## src/rtl/rx_sampler_pkg.sv

```systemverilog
// Shared types and OVERSAMPLE-derived constants for the oversampling character receiver.
package rx_sampler_pkg;

  typedef enum logic [2:0] {
    IDLE,
    START,
    DATA,
    PARITY,
    STOP
  } state_t;

  function automatic int tick_w(input int oversample);
    return $clog2(oversample);
  endfunction

  function automatic int mid_of(input int oversample);
    return oversample / 2;
  endfunction

endpackage

```

## src/rtl/rx_bit_voter.sv

```systemverilog
// Captures the synced line at ticks MID-1 and MID, and votes 2-of-3 with the live sample at MID+1.
module rx_bit_voter
  import rx_sampler_pkg::*;
#(
  parameter int OVERSAMPLE = 16,
  parameter int TW         = 4
) (
  input  logic          clk,
  input  logic          rst,
  input  logic          rx,
  input  logic          sample_en,
  input  logic [TW-1:0] tick,
  output logic          vote,
  output logic          decide
);

  localparam logic [TW-1:0] T_LO  = TW'(mid_of(OVERSAMPLE) - 1);
  localparam logic [TW-1:0] T_MID = TW'(mid_of(OVERSAMPLE));
  localparam logic [TW-1:0] T_HI  = TW'(mid_of(OVERSAMPLE) + 1);

  logic s_lo;
  logic s_mid;

  always_ff @(posedge clk or negedge rst) begin
    if (!rst) begin
      s_lo  <= 1'b1;
      s_mid <= 1'b1;
    end else if (sample_en) begin
      if (tick == T_LO)  s_lo  <= rx;
      if (tick == T_MID) s_mid <= rx;
    end
  end

  assign decide = sample_en && (tick == T_HI);
  assign vote   = (s_lo & s_mid) | (s_lo & rx) | (s_mid & rx);

endmodule

```

## src/rtl/rx_char_sampler.sv

```systemverilog
// Oversampling serial character receiver with valid/ready output and framing/overrun flags.
// Optional parity bit after the data bits when RX_SAMPLER_PARITY_EN is defined.
module rx_char_sampler
  import rx_sampler_pkg::*;
#(
  parameter int OVERSAMPLE  = 16,
  parameter int DATA_BITS   = 8,
  parameter int SYNC_STAGES = 2,
  parameter int PARITY_ODD  = 0
) (
  input  logic                 clk,
  input  logic                 rst,
  input  logic                 rx_in,
  input  logic                 sample_en,
  output logic [DATA_BITS-1:0] data_out,
  output logic                 data_valid,
  input  logic                 data_ready,
  output logic                 frame_err,
  output logic                 parity_err,
  output logic                 overrun_err,
  output logic                 busy
);

  localparam int TW = tick_w(OVERSAMPLE);
  localparam int BW = $clog2(DATA_BITS);
  localparam logic [TW-1:0] T_LAST = TW'(OVERSAMPLE - 1);
  localparam logic [BW-1:0] B_LAST = BW'(DATA_BITS - 1);
  localparam logic          ODD    = (PARITY_ODD != 0);

  logic [SYNC_STAGES-1:0] sync;
  logic                   rx_s;
  state_t                 state;
  logic [TW-1:0]          tick;
  logic [TW-1:0]          tick_nxt;
  logic [BW-1:0]          bit_idx;
  logic [DATA_BITS-1:0]   shift;
  logic                   vote;
  logic                   decide;
  logic                   last;
  logic                   complete;
  logic                   handshake;
  logic                   par_recv;
  logic                   par_fail;

  always_ff @(posedge clk or negedge rst) begin
    if (!rst) sync <= '1;
    else      sync <= {sync[SYNC_STAGES-2:0], rx_in};
  end

  assign rx_s     = sync[SYNC_STAGES-1];
  assign last     = (tick == T_LAST);
  assign tick_nxt = last ? '0 : tick + TW'(1);

  rx_bit_voter #(
    .OVERSAMPLE(OVERSAMPLE),
    .TW        (TW)
  ) u_voter (
    .clk      (clk),
    .rst      (rst),
    .rx       (rx_s),
    .sample_en(sample_en),
    .tick     (tick),
    .vote     (vote),
    .decide   (decide)
  );

`ifdef RX_SAMPLER_PARITY_EN
  logic par_bit;
  assign par_recv = par_bit;
`else
  // No parity bit on the wire: received parity equals expected, so parity_err stays 0.
  assign par_recv = ^shift ^ ODD;
`endif
  assign par_fail = par_recv != (^shift ^ ODD);

  always_ff @(posedge clk or negedge rst) begin
    if (!rst) begin
      state   <= IDLE;
      tick    <= '0;
      bit_idx <= '0;
      shift   <= '0;
`ifdef RX_SAMPLER_PARITY_EN
      par_bit <= 1'b0;
`endif
    end else if (sample_en) begin
      unique case (state)
        IDLE: begin
          if (!rx_s) begin
            state <= START;
            tick  <= TW'(1);
          end
        end
        START: begin
          tick <= tick_nxt;
          if (decide && vote) begin
            state <= IDLE;
            tick  <= '0;
          end else if (last) begin
            state   <= DATA;
            bit_idx <= '0;
          end
        end
        DATA: begin
          tick <= tick_nxt;
          if (decide) shift <= {vote, shift[DATA_BITS-1:1]};
          if (last) begin
            if (bit_idx == B_LAST) begin
`ifdef RX_SAMPLER_PARITY_EN
              state <= PARITY;
`else
              state <= STOP;
`endif
            end else begin
              bit_idx <= bit_idx + BW'(1);
            end
          end
        end
`ifdef RX_SAMPLER_PARITY_EN
        PARITY: begin
          tick <= tick_nxt;
          if (decide) par_bit <= vote;
          if (last)   state   <= STOP;
        end
`endif
        STOP: begin
          tick <= tick_nxt;
          // Back to IDLE at mid-stop so a back-to-back start edge is not missed.
          if (decide) begin
            state <= IDLE;
            tick  <= '0;
          end
        end
        default: begin
          state <= IDLE;
          tick  <= '0;
        end
      endcase
    end
  end

  assign complete  = decide && (state == STOP);
  assign handshake = data_valid && data_ready;
  assign busy      = (state != IDLE);

  always_ff @(posedge clk or negedge rst) begin
    if (!rst) begin
      data_out    <= '0;
      data_valid  <= 1'b0;
      frame_err   <= 1'b0;
      parity_err  <= 1'b0;
      overrun_err <= 1'b0;
    end else begin
      if (handshake) begin
        data_valid  <= 1'b0;
        overrun_err <= 1'b0;
      end
      if (complete) begin
        if (!data_valid || data_ready) begin
          data_out   <= shift;
          data_valid <= 1'b1;
          frame_err  <= ~vote;
          parity_err <= par_fail;
        end else begin
          overrun_err <= 1'b1;
        end
      end
    end
  end

endmodule

```

## config.mk

```make
export PLATFORM = sky130hd
export DESIGN_NAME = rx_char_sampler
export DESIGN_NICKNAME = d
export VERILOG_FILES = /design/src/rtl/rx_sampler_pkg.sv /design/src/rtl/rx_bit_voter.sv /design/src/rtl/rx_char_sampler.sv
export SDC_FILE = /design/constraint.sdc
export NUM_CORES = 1
export LEC_CHECK = 0
export ABC_CLOCK_PERIOD_IN_PS = 2540
export BUFFER_PORTS_ARGS = -buffer_cell sky130_fd_sc_hd__buf_2
export CORE_ASPECT_RATIO = 1.25
export CORE_MARGIN = 2
export CORE_UTILIZATION = 61
export CTS_CLUSTER_SIZE = 10
export DETAILED_ROUTE_END_ITERATION = 8
export GPL_ROUTABILITY_DRIVEN = 0
export PLACE_DENSITY = 0.93
export SYNTH_ARGS = -nofsm -noshare
export SYNTH_HDL_FRONTEND = slang
export SYNTH_HIERARCHICAL = 1
export SYNTH_SLANG_ARGS = --single-unit
```

## constraint.sdc

```tcl
create_clock -name clk -period 2.54 [get_ports clk]
set_input_delay 0.381 -clock clk [delete_from_list [all_inputs] [get_ports clk]]
set_output_delay 0.381 -clock clk [all_outputs]
set_load 0.01 [all_outputs]
```

==> results.sh, run 1 <==
export IMPL_fin_crit_ns=1.90
export IMPL_clockPowerShare_pct=21.0
export IMPL_dp_hpwl_um=2050
export IMPL_slew_violations=0
export IMPL_clk_latency_ns=0.33
export IMPL_synth_seq_area_share_pct=51.0
export IMPL_syn_inst=129
export IMPL_maxCapViolCount=0
export IMPL_cp_slowest_cell="dfrtp_1"
export IMPL_ir_drop_uv=691
export IMPL_grt_max_degree=34
export IMPL_cts_resized=0
export IMPL_fillers=171
export IMPL_diodes=0
export IMPL_cts_buffers=5
export IMPL_antenna_found_initial=0
export IMPL_worstSetupPathType="reg2out"
export IMPL_clockBufferDepth=2
export IMPL_grt_use_total_pct=22.2
export IMPL_required_ns=2.16
export IMPL_synth_area_leaders="dfrtp_1 45%, mux2_4 9.2%, dfstp_2 6.5%, mux2_2 6.2%, nand2_1 2.8%"
export IMPL_port_buffers=16
export IMPL_cellPowerDensity_nw_per_um2=777
export IMPL_yosys_top_cells_count="29 x dfrtp_1, 12 x nand2_1, 10 x mux2_4"
export IMPL_cts_tree="done"
export IMPL_vias_per_cell=5.91
export IMPL_fin_util_pct=71.0
export IMPL_critical_path_max_stage_delay_ns=0.52
export IMPL_p_switching_uw=474
export IMPL_p_comb_share_pct=27.9
export IMPL_clock_skew_ns=0.00752
export IMPL_nets=155
export IMPL_synth_seq_cells=33
export IMPL_overflow=0
export IMPL_critPathMaxFanout=9
export IMPL_crit_path_start="state[1]$_DFFE_PN0P_"
export IMPL_power_internal_uw=892
export IMPL_synth_area_leader_cell="dfrtp_1"
export IMPL_status="completed"
export IMPL_async_flop_share_pct=100
export IMPL_rows=20
export IMPL_clk_pin_slew_worst_paths_ns=0.09
export IMPL_syn_cell_area_um2=1630
export IMPL_min_path_type="in2async"
export IMPL_die_w_um=50.2
export IMPL_fin_setup_tns_ns=0
export IMPL_setup_viol=0
export IMPL_first_iter_violations=33
export IMPL_swShare_pct=34.7
export IMPL_end_kind="output port"
export IMPL_synth_top_area_share_pct=44.6
export IMPL_synth_most_common_cell="dfrtp_1"
export IMPL_r2r_start="state[1]$_DFFE_PN0P_"
export IMPL_pwr_share_seq_pct=51.1
export IMPL_leakage_nw=0.867
export IMPL_avgRoutedWirePerCell_um=15.5
export IMPL_rsz0062_at_grt="false"
export IMPL_grt_pass1_vias=1044
export IMPL_ios=18
export IMPL_synth_edf_count=0
export IMPL_wl_um=2790
export IMPL_slew_headroom_pct=52.0
export IMPL_postCtsSetupBuffers=0
export IMPL_timing_final_crit_share_pct=74.6
export IMPL_synth_nets=137
export IMPL_crit_path_start_kind="register"
export IMPL_yosys_warnings=6
export IMPL_num_vias=1063
export IMPL_antenna_left=0
export IMPL_grt_pass1_wl_um=4860
export IMPL_fp_dieH_um=61.8
export IMPL_initial_core_util_pct=65.7
export IMPL_drt_pass1_iterations=4
export IMPL_cts_sinks=33
export IMPL_root_buffer="clkbuf_4"
export IMPL_htreeDepth=2
export IMPL_arrival_ns=1.51
export IMPL_hold_buffers=0
export IMPL_drive_gt1_share_pct=39.5
export IMPL_synth_ff_type="dfrtp_1"
export IMPL_synth_cell_types=46
export IMPL_synth_area_per_cell_um2=12.6
export IMPL_finalHoldViolCount=0
export IMPL_worst_slew_pin_slew_ns=0.720
export IMPL_remaining_drc_errors=0
export IMPL_critical_path_cell_chain="or3_1 > buf_2"
export IMPL_max_freq_mhz=527
export IMPL_die_area_um2=3100
export IMPL_syn2layout_area_growth_pct=8.07
export IMPL_core_area_um2=2480
## layout by cell type (no fill, tap or decap), types with 2 or more instances in the layout
cell / synthesis / layout
a21oi_1: 2 / 2
a22o_1: 2 / 2
and3_1: 2 / 2
buf_2: 0 / 16
clkbuf_4: 0 / 5
dfrtp_1: 29 / 29
dfstp_2: 4 / 4
ha_1: 3 / 3
inv_1: 4 / 4
mux2_2: 9 / 9
mux2_4: 10 / 10
nand2_1: 12 / 12
nand3_1: 5 / 5
nor2_1: 2 / 2
nor2_2: 2 / 2
nor2b_1: 2 / 2
nor3b_2: 2 / 2
o211ai_1: 2 / 2
o21ai_0: 5 / 5
o21ai_1: 2 / 2
## logic make-up after synthesis
logic type	synth area share (%)
AND/OR/NAND/NOR	15.9
flip-flops	51.0
AO/OA/AOI/OAI	10.1
multiplexers	16.1
buffers and inverters	3.69
adder cells (fa/ha/maj)	2.92
other	0.230
## through the flow
| stage | hold WS (ns) | total power, mW | std cells | setup WS, ns | instance area, um^2 |
|---|---|---|---|---|---|
| 6_report | 0.0977 | 1.37 | 180 | 0.644 | 1760 |
| 5_1_grt | 0.115 | 1.46 | 180 | 0.515 | 1760 |
| 4_1_cts | 0.0976 | 1.38 | 180 | 0.632 | 1760 |
| 3_3_place_gp | 0.346 | 1.04 | 173 | 0.730 | 1700 |
| 3_5_place_dp | 0.353 | 1.08 | 173 | 0.652 | 1700 |
| 2_1_floorplan | 0.0854 | 0.995 | 129 | 0.911 | 1630 |
## registers in the layout, summed over array words and instances (netlist names)
| name | cells |
|---|---|
| data_out | 8 |
| shift | 8 |
| tick | 4 |
| bit_idx | 3 |
| state | 3 |
| sync | 2 |
| data_valid | 1 |
| frame_err | 1 |
| overrun_err | 1 |
| u_voter/s_lo | 1 |
| u_voter/s_mid | 1 |
## power by group through the flow
stage          combinational, mW  clock, mW  sequential, mW
2_1_floorplan              0.330          0           0.665
3_3_place_gp               0.345          0           0.696
3_5_place_dp               0.375          0           0.707
4_1_cts                    0.378      0.304           0.695
5_1_grt                    0.423      0.324           0.709
6_report                   0.381      0.288           0.698
## layout make-up
cell class                      count  area, um^2  share of cell area, %
Timing Repair Buffer               16        80.1                   4.55
Sequential cell                    33         831                   47.2
Clock buffer                        7        55.1                   3.13
Tap cell                           33        41.3                   2.35
Multi-Input combinational cell     87         737                   41.9
Inverter                            4        15.0                  0.853
## worst paths after layout
check,end,slack [ns],depth (start not counted)
min in group clk,sync[0]$_DFF_PN1_,0.15,1
setup / recovery,busy,0.64,2
hold reg to reg,sync[1]$_DFF_PN1_,0.36,0
setup reg to reg,shift[1]$_DFFE_PN0P_,0.64,3
hold / removal,tick[2]$_DFFE_PN0P_,0.1,1
max in group asynchronous,bit_idx[0]$_DFFE_PN0P_,1.98,1
## layer usage
layer	track usage, %	part of all wire, %
met2	36.7	50
met1	25.6	41
met3	7.66	5.5
met5	0	0
met4	12.7	2.7
## critical path: cells and delay by family (launching register included)
family        cells  cell delay [ns]
flops             1             0.52
simple gates      1             0.49
buf+inv           1             0.17
(Power assumes the default switching activity.)
==> run 2: changes to the inputs <==
--- a/config.mk
+++ b/config.mk
@@ -5,15 +5,15 @@
 export SDC_FILE = /design/constraint.sdc
 export NUM_CORES = 1
 export LEC_CHECK = 0
-export ABC_CLOCK_PERIOD_IN_PS = 2540
+export ABC_CLOCK_PERIOD_IN_PS = 2000
 export BUFFER_PORTS_ARGS = -buffer_cell sky130_fd_sc_hd__buf_2
 export CORE_ASPECT_RATIO = 1.25
 export CORE_MARGIN = 2
-export CORE_UTILIZATION = 61
+export CORE_UTILIZATION = 57
 export CTS_CLUSTER_SIZE = 10
 export DETAILED_ROUTE_END_ITERATION = 8
 export GPL_ROUTABILITY_DRIVEN = 0
-export PLACE_DENSITY = 0.93
+export PLACE_DENSITY = 0.88
 export SYNTH_ARGS = -nofsm -noshare
 export SYNTH_HDL_FRONTEND = slang
 export SYNTH_HIERARCHICAL = 1
==> constraint.sdc (replaced) <==
create_clock -name clk -period 2 [get_ports clk]
set_input_delay 0.3 -clock clk [delete_from_list [all_inputs] [get_ports clk]]
set_output_delay 0.3 -clock clk [all_outputs]
set_load 0.01 [all_outputs]
==> results.sh, run 2 (synthesis results as in run 1) <==
export IMPL_rsz0062_at_grt="false"
export IMPL_clk_pin_slew_worst_paths_ns=0.10
export IMPL_arrival_ns=1.53
export IMPL_cts_resized=0
export IMPL_initial_core_util_pct=60.1
export IMPL_timing_final_crit_share_pct=91.3
export IMPL_cts_tree="done"
export IMPL_met1_length_um=1190
export IMPL_avgRoutedWirePerCell_um=15.5
export IMPL_mostFrequentLayoutCell="dfrtp_1"
export IMPL_crit_path_start_kind="register"
export IMPL_routed_top_layer="met4"
export IMPL_core_area_um2=2710
export IMPL_fillers=204
export IMPL_final_cell_mix="29 x dfrtp_1, 16 x buf_2, 12 x nand2_1"
export IMPL_remaining_drc_errors=0
export IMPL_clock_skew_ns=0.00655
export IMPL_fin_setup_tns_ns=0
export IMPL_fin_crit_ns=1.83
export IMPL_ir_drop_uv=747
export IMPL_finalHoldViolCount=0
export IMPL_htreeDepth=2
export IMPL_worst_slew_pin_slew_ns=0.705
export IMPL_syn2layout_area_growth_pct=10.9
export IMPL_maxCapViolCount=0
export IMPL_dp_hpwl_um=2040
export IMPL_first_iter_violations=32
export IMPL_critPathMaxFanout=9
export IMPL_drive_gt1_share_pct=40.7
export IMPL_root_buffer="clkbuf_4"
export IMPL_slew_headroom_pct=53.0
export IMPL_antenna_found_initial=0
export IMPL_port_buffers=16
export IMPL_min_path_type="in2async"
export IMPL_max_freq_mhz=548
export IMPL_setup_viol=0
export IMPL_grt_pass1_vias=1090
export IMPL_drt_pass1_iterations=4
export IMPL_fp_dieH_um=63.7
export IMPL_antenna_left=0
export IMPL_ios=18
export IMPL_cellPowerDensity_nw_per_um2=1040
export IMPL_die_w_um=51.8
export IMPL_cts_buffers=5
export IMPL_status="completed"
export IMPL_num_vias=1069
export IMPL_dr_wl_met3_um=138
export IMPL_slew_violations=0
export IMPL_wl_um=2850
export IMPL_nets=157
export IMPL_cts_sinks=33
export IMPL_clk_latency_ns=0.33
export IMPL_worstSetupPathType="reg2out"
export IMPL_reg_top3="data_out (8), shift (8), tick (4)"
export IMPL_dpl_worst_slack_ns=0.227
export IMPL_grt_pass1_wl_um=5000
export IMPL_whs_ns=0.00138
export IMPL_die_area_um2=3300
export IMPL_required_ns=1.70
export IMPL_diodes=0
export IMPL_postCtsSetupBuffers=0
export IMPL_final_setup_worst_slack_ns=0.175
export IMPL_vias_per_cell=5.81
export IMPL_grt_use_total_pct=21.0
export IMPL_overflow=0
export IMPL_clockBufferDepth=2
export IMPL_hold_buffers=0
export IMPL_leakage_nw=0.892
export IMPL_rows=21
export IMPL_grt_max_degree=34
export IMPL_wl_met2_um=1460
export IMPL_end_kind="output port"
## run 2: worst max-delay path, cell delays in order, from the launching register on
cell and delay [ns]:
dfrtp_1 0.54, or3_1 0.49, buf_2 0.17
## run 2: worst paths after layout
path / startpoint / to / slack (ns) / cells past startpoint
min in group clk: rx_in / sync[0]$_DFF_PN1_ / 0.06 / 1
worst min-delay path: rst / data_out[3]$_DFFE_PN0P_ / 0.001 / 1
worst max-delay path: state[1]$_DFFE_PN0P_ / busy / 0.17 / 2
worst max register to register: state[1]$_DFFE_PN0P_ / shift[7]$_DFFE_PN0P_ / 0.22 / 4
worst min register to register: sync[0]$_DFF_PN1_ / sync[1]$_DFF_PN1_ / 0.36 / 0
max in group asynchronous: rst / state[2]$_DFFE_PN0P_ / 1.54 / 1
## run 2: area by class of cell
class                   count  area (um^2)  area share (%)
clock buffers               7         55.1            3.05
flip-flops and latches     33          831            46.0
well taps                  34         42.5            2.36
multi-input cells          87          737            40.8
repair buffers             18         95.1            5.27
clock inverters             1         30.0            1.66
inverters                   4         15.0           0.832
## run 2: power breakdown
group	switching (mW)	total, mW	internal, mW
logic	0.257	0.469	0.212
registers	0.141	0.896	0.755
clock network	0.220	0.519	0.298
## run 2: routing by layer
layer,vias to the layer above,GRT usage (%)
met5,-,0
met4,0,8.88
met3,7,6.31
met2,34,34.5
met1,523,25.2
li1,505,-
## run 2: through the flow
step,instance area (um^2),utilization [%],cells,power (mW)
2_1_floorplan,1630,-,129,1.26
3_5_place_dp,1720,63.6,176,1.37
4_1_cts,1810,66.7,184,1.89
5_1_grt,1810,66.7,184,2.00
6_report,1810,66.7,184,1.88
3_3_place_gp,1720,63.6,176,1.33
==> run 3: changes to the inputs <==
--- a/config.mk
+++ b/config.mk
@@ -5,15 +5,15 @@
 export SDC_FILE = /design/constraint.sdc
 export NUM_CORES = 1
 export LEC_CHECK = 0
-export ABC_CLOCK_PERIOD_IN_PS = 2000
+export ABC_CLOCK_PERIOD_IN_PS = 2200
 export BUFFER_PORTS_ARGS = -buffer_cell sky130_fd_sc_hd__buf_2
 export CORE_ASPECT_RATIO = 1.25
 export CORE_MARGIN = 2
-export CORE_UTILIZATION = 57
+export CORE_UTILIZATION = 61
 export CTS_CLUSTER_SIZE = 10
 export DETAILED_ROUTE_END_ITERATION = 8
 export GPL_ROUTABILITY_DRIVEN = 0
-export PLACE_DENSITY = 0.88
+export PLACE_DENSITY = 0.93
 export SYNTH_ARGS = -nofsm -noshare
 export SYNTH_HDL_FRONTEND = slang
 export SYNTH_HIERARCHICAL = 1
==> constraint.sdc (replaced) <==
create_clock -name clk -period 2.2 [get_ports clk]
set_input_delay 0.33 -clock clk [delete_from_list [all_inputs] [get_ports clk]]
set_output_delay 0.33 -clock clk [all_outputs]
set_load 0.01 [all_outputs]
==> results.sh, run 3 (synthesis results as in run 1) <==
export IMPL_placed_area_um2=1710
export IMPL_wl_um=2740
export IMPL_critical_path_max_stage_delay_ns=0.49
export IMPL_multi_input_area_um2=737
export IMPL_swShare_pct=34.5
export IMPL_ios=18
export IMPL_diodes=0
export IMPL_nets=156
export IMPL_first_iter_violations=14
export IMPL_critical_path_cell_chain="nor3b_2 > and3_2 > and3_1 > mux2_4"
export IMPL_ir_drop_uv=631
export IMPL_p_comb_share_pct=29.8
export IMPL_cp_slowest_cell="and3_1"
export IMPL_avgRoutedWirePerCell_um=15.0
export IMPL_hold_buffers=0
export IMPL_status="completed"
export IMPL_r2r_cells=4
export IMPL_syn2layout_area_growth_pct=8.30
export IMPL_reg2reg_setup_slack_ns=0.32
export IMPL_clockPowerShare_pct=19.9
export IMPL_drt_pass1_iterations=4
export IMPL_maxCapViolCount=0
export IMPL_grt_use_total_pct=21.7
export IMPL_leakage_nw=0.872
export IMPL_cellPowerDensity_nw_per_um2=877
export IMPL_worstSetupPathType="reg2reg"
export IMPL_drive_gt1_share_pct=40.3
export IMPL_r2r_end="shift[5]$_DFFE_PN0P_"
export IMPL_root_buffer="clkbuf_4"
export IMPL_grt_max_degree=34
export IMPL_finalNonFillerCells=182
export IMPL_dp_hpwl_um=2110
export IMPL_antenna_left=0
export IMPL_rsz0062_at_grt="false"
export IMPL_slew_headroom_pct=53.8
export IMPL_end_kind="register"
export IMPL_timing_final_crit_share_pct=85.6
export IMPL_max_freq_mhz=531
export IMPL_fin_crit_ns=1.88
export IMPL_whs_ns=0.0436
export IMPL_worst_slew_pin_slew_ns=0.693
export IMPL_num_vias=1067
export IMPL_grt_pass1_vias=1022
export IMPL_fillers=169
export IMPL_fin_util_pct=71.2
export IMPL_htreeDepth=2
export IMPL_clk_latency_ns=0.32
export IMPL_grt_pass1_wl_um=4730
export IMPL_port_buffers=16
export IMPL_cts_buffers=5
export IMPL_fin_setup_tns_ns=0
export IMPL_fp_dieH_um=61.8
export IMPL_clk_pin_slew_worst_paths_ns=0.10
export IMPL_endpoint="shift[5]$_DFFE_PN0P_"
export IMPL_fin_area_um2=1760
export IMPL_required_ns=2.41
export IMPL_finalHoldViolCount=0
export IMPL_pwr_share_seq_pct=50.3
export IMPL_clockBufferDepth=2
export IMPL_cp_num_cells=4
export IMPL_postCtsSetupBuffers=0
export IMPL_initial_core_util_pct=65.7
export IMPL_die_w_um=50.2
export IMPL_core_area_um2=2480
export IMPL_critPathMaxFanout=8
export IMPL_dpl_cell_count=174
export IMPL_die_area_um2=3100
export IMPL_seqCellArea_um2=831
export IMPL_power_internal_mw=1.01
export IMPL_cts_sinks=33
export IMPL_overflow=0
export IMPL_min_path_type="in2async"
export IMPL_p_switching_uw=533
export IMPL_slew_violations=0
export IMPL_arrival_ns=2.10
export IMPL_setup_viol=0
export IMPL_remaining_drc_errors=0
export IMPL_rows=20
export IMPL_cts_tree="done"
export IMPL_final_cell_mix="29 x dfrtp_1, 16 x buf_2, 12 x nand2_1"
export IMPL_reg_top3="data_out (8), shift (8), tick (4)"
export IMPL_cts_resized=0
export IMPL_clock_skew_ns=0.0130
export IMPL_antenna_found_initial=0
export IMPL_mostFrequentLayoutCell="dfrtp_1"
export IMPL_crit_family="simple AND/OR/NAND/NOR gates"
export IMPL_crit_path_start="tick[1]$_DFFE_PN0P_"
export IMPL_r2r_start="tick[1]$_DFFE_PN0P_"
export IMPL_path_buf_inv=0
export IMPL_crit_path_start_kind="register"
export IMPL_vias_per_cell=5.86
[run 3: cell count changes in the layout (fill, tap and decap cells not counted), sizes merged]
cell and delta:
buf -1, clkbuf -1, clkinv +2, bufinv -1
[run 3: routing by layer]
layer / global-route usage, % / vias up / wire (um)
met5: 0 / - / 0
met4: 13.9 / 0 / 84
met3: 6.22 / 9 / 99
met2: 35.3 / 29 / 1450
met1: 25.8 / 524 / 1100
li1: - / 505 / -
[run 3: power by group through the flow]
| stage | Sequential (mW) | Clock [mW] | Combinational [mW] |
|---|---|---|---|
| global placement | 0.781 | 0 | 0.441 |
| CTS | 0.777 | 0.321 | 0.464 |
| finish | 0.777 | 0.307 | 0.461 |
| global route | 0.794 | 0.353 | 0.516 |
| detailed placement | 0.789 | 0 | 0.461 |
| floorplan | 0.768 | 0 | 0.381 |
[run 3: worst min path at each step]
stage	startpoint	end	slack, ns	depth (start not counted)
5_1_grt	rst	data_out[0]$_DFFE_PN0P_	0.08	1
3_5_place_dp	sync[0]$_DFF_PN1_	sync[1]$_DFF_PN1_	0.35	0
3_3_place_gp	sync[0]$_DFF_PN1_	sync[1]$_DFF_PN1_	0.35	0
4_1_cts	rst	tick[0]$_DFFE_PN0P_	0.06	1
6_report	rst	state[1]$_DFFE_PN0P_	0.04	1
2_1_floorplan	rst	bit_idx[0]$_DFFE_PN0P_	0.03	0
[run 3: stage by stage]
step	power [mW]	worst slack, ns
global route	1.66	0.226
global placement	1.22	0.404
finish	1.55	0.317
detailed placement	1.25	0.310
floorplan	1.15	0.571
CTS	1.56	0.305
[run 3: worst reg2reg max path: cells and delay by family (launching register included)]
family	cells	cell delay [ns]
mux	1	0.35
flops	1	0.45
simple gates	3	0.99
[run 3: cell type report]
type                            instances  share of cell area, %
Clock buffer                            6                   2.34
Tap cell                               33                   2.34
Inverter                                4                  0.852
Timing Repair Buffer                   17                   4.97
Sequential cell                        33                   47.1
Multi-Input combinational cell         87                   41.8
Clock inverter                          2                  0.568
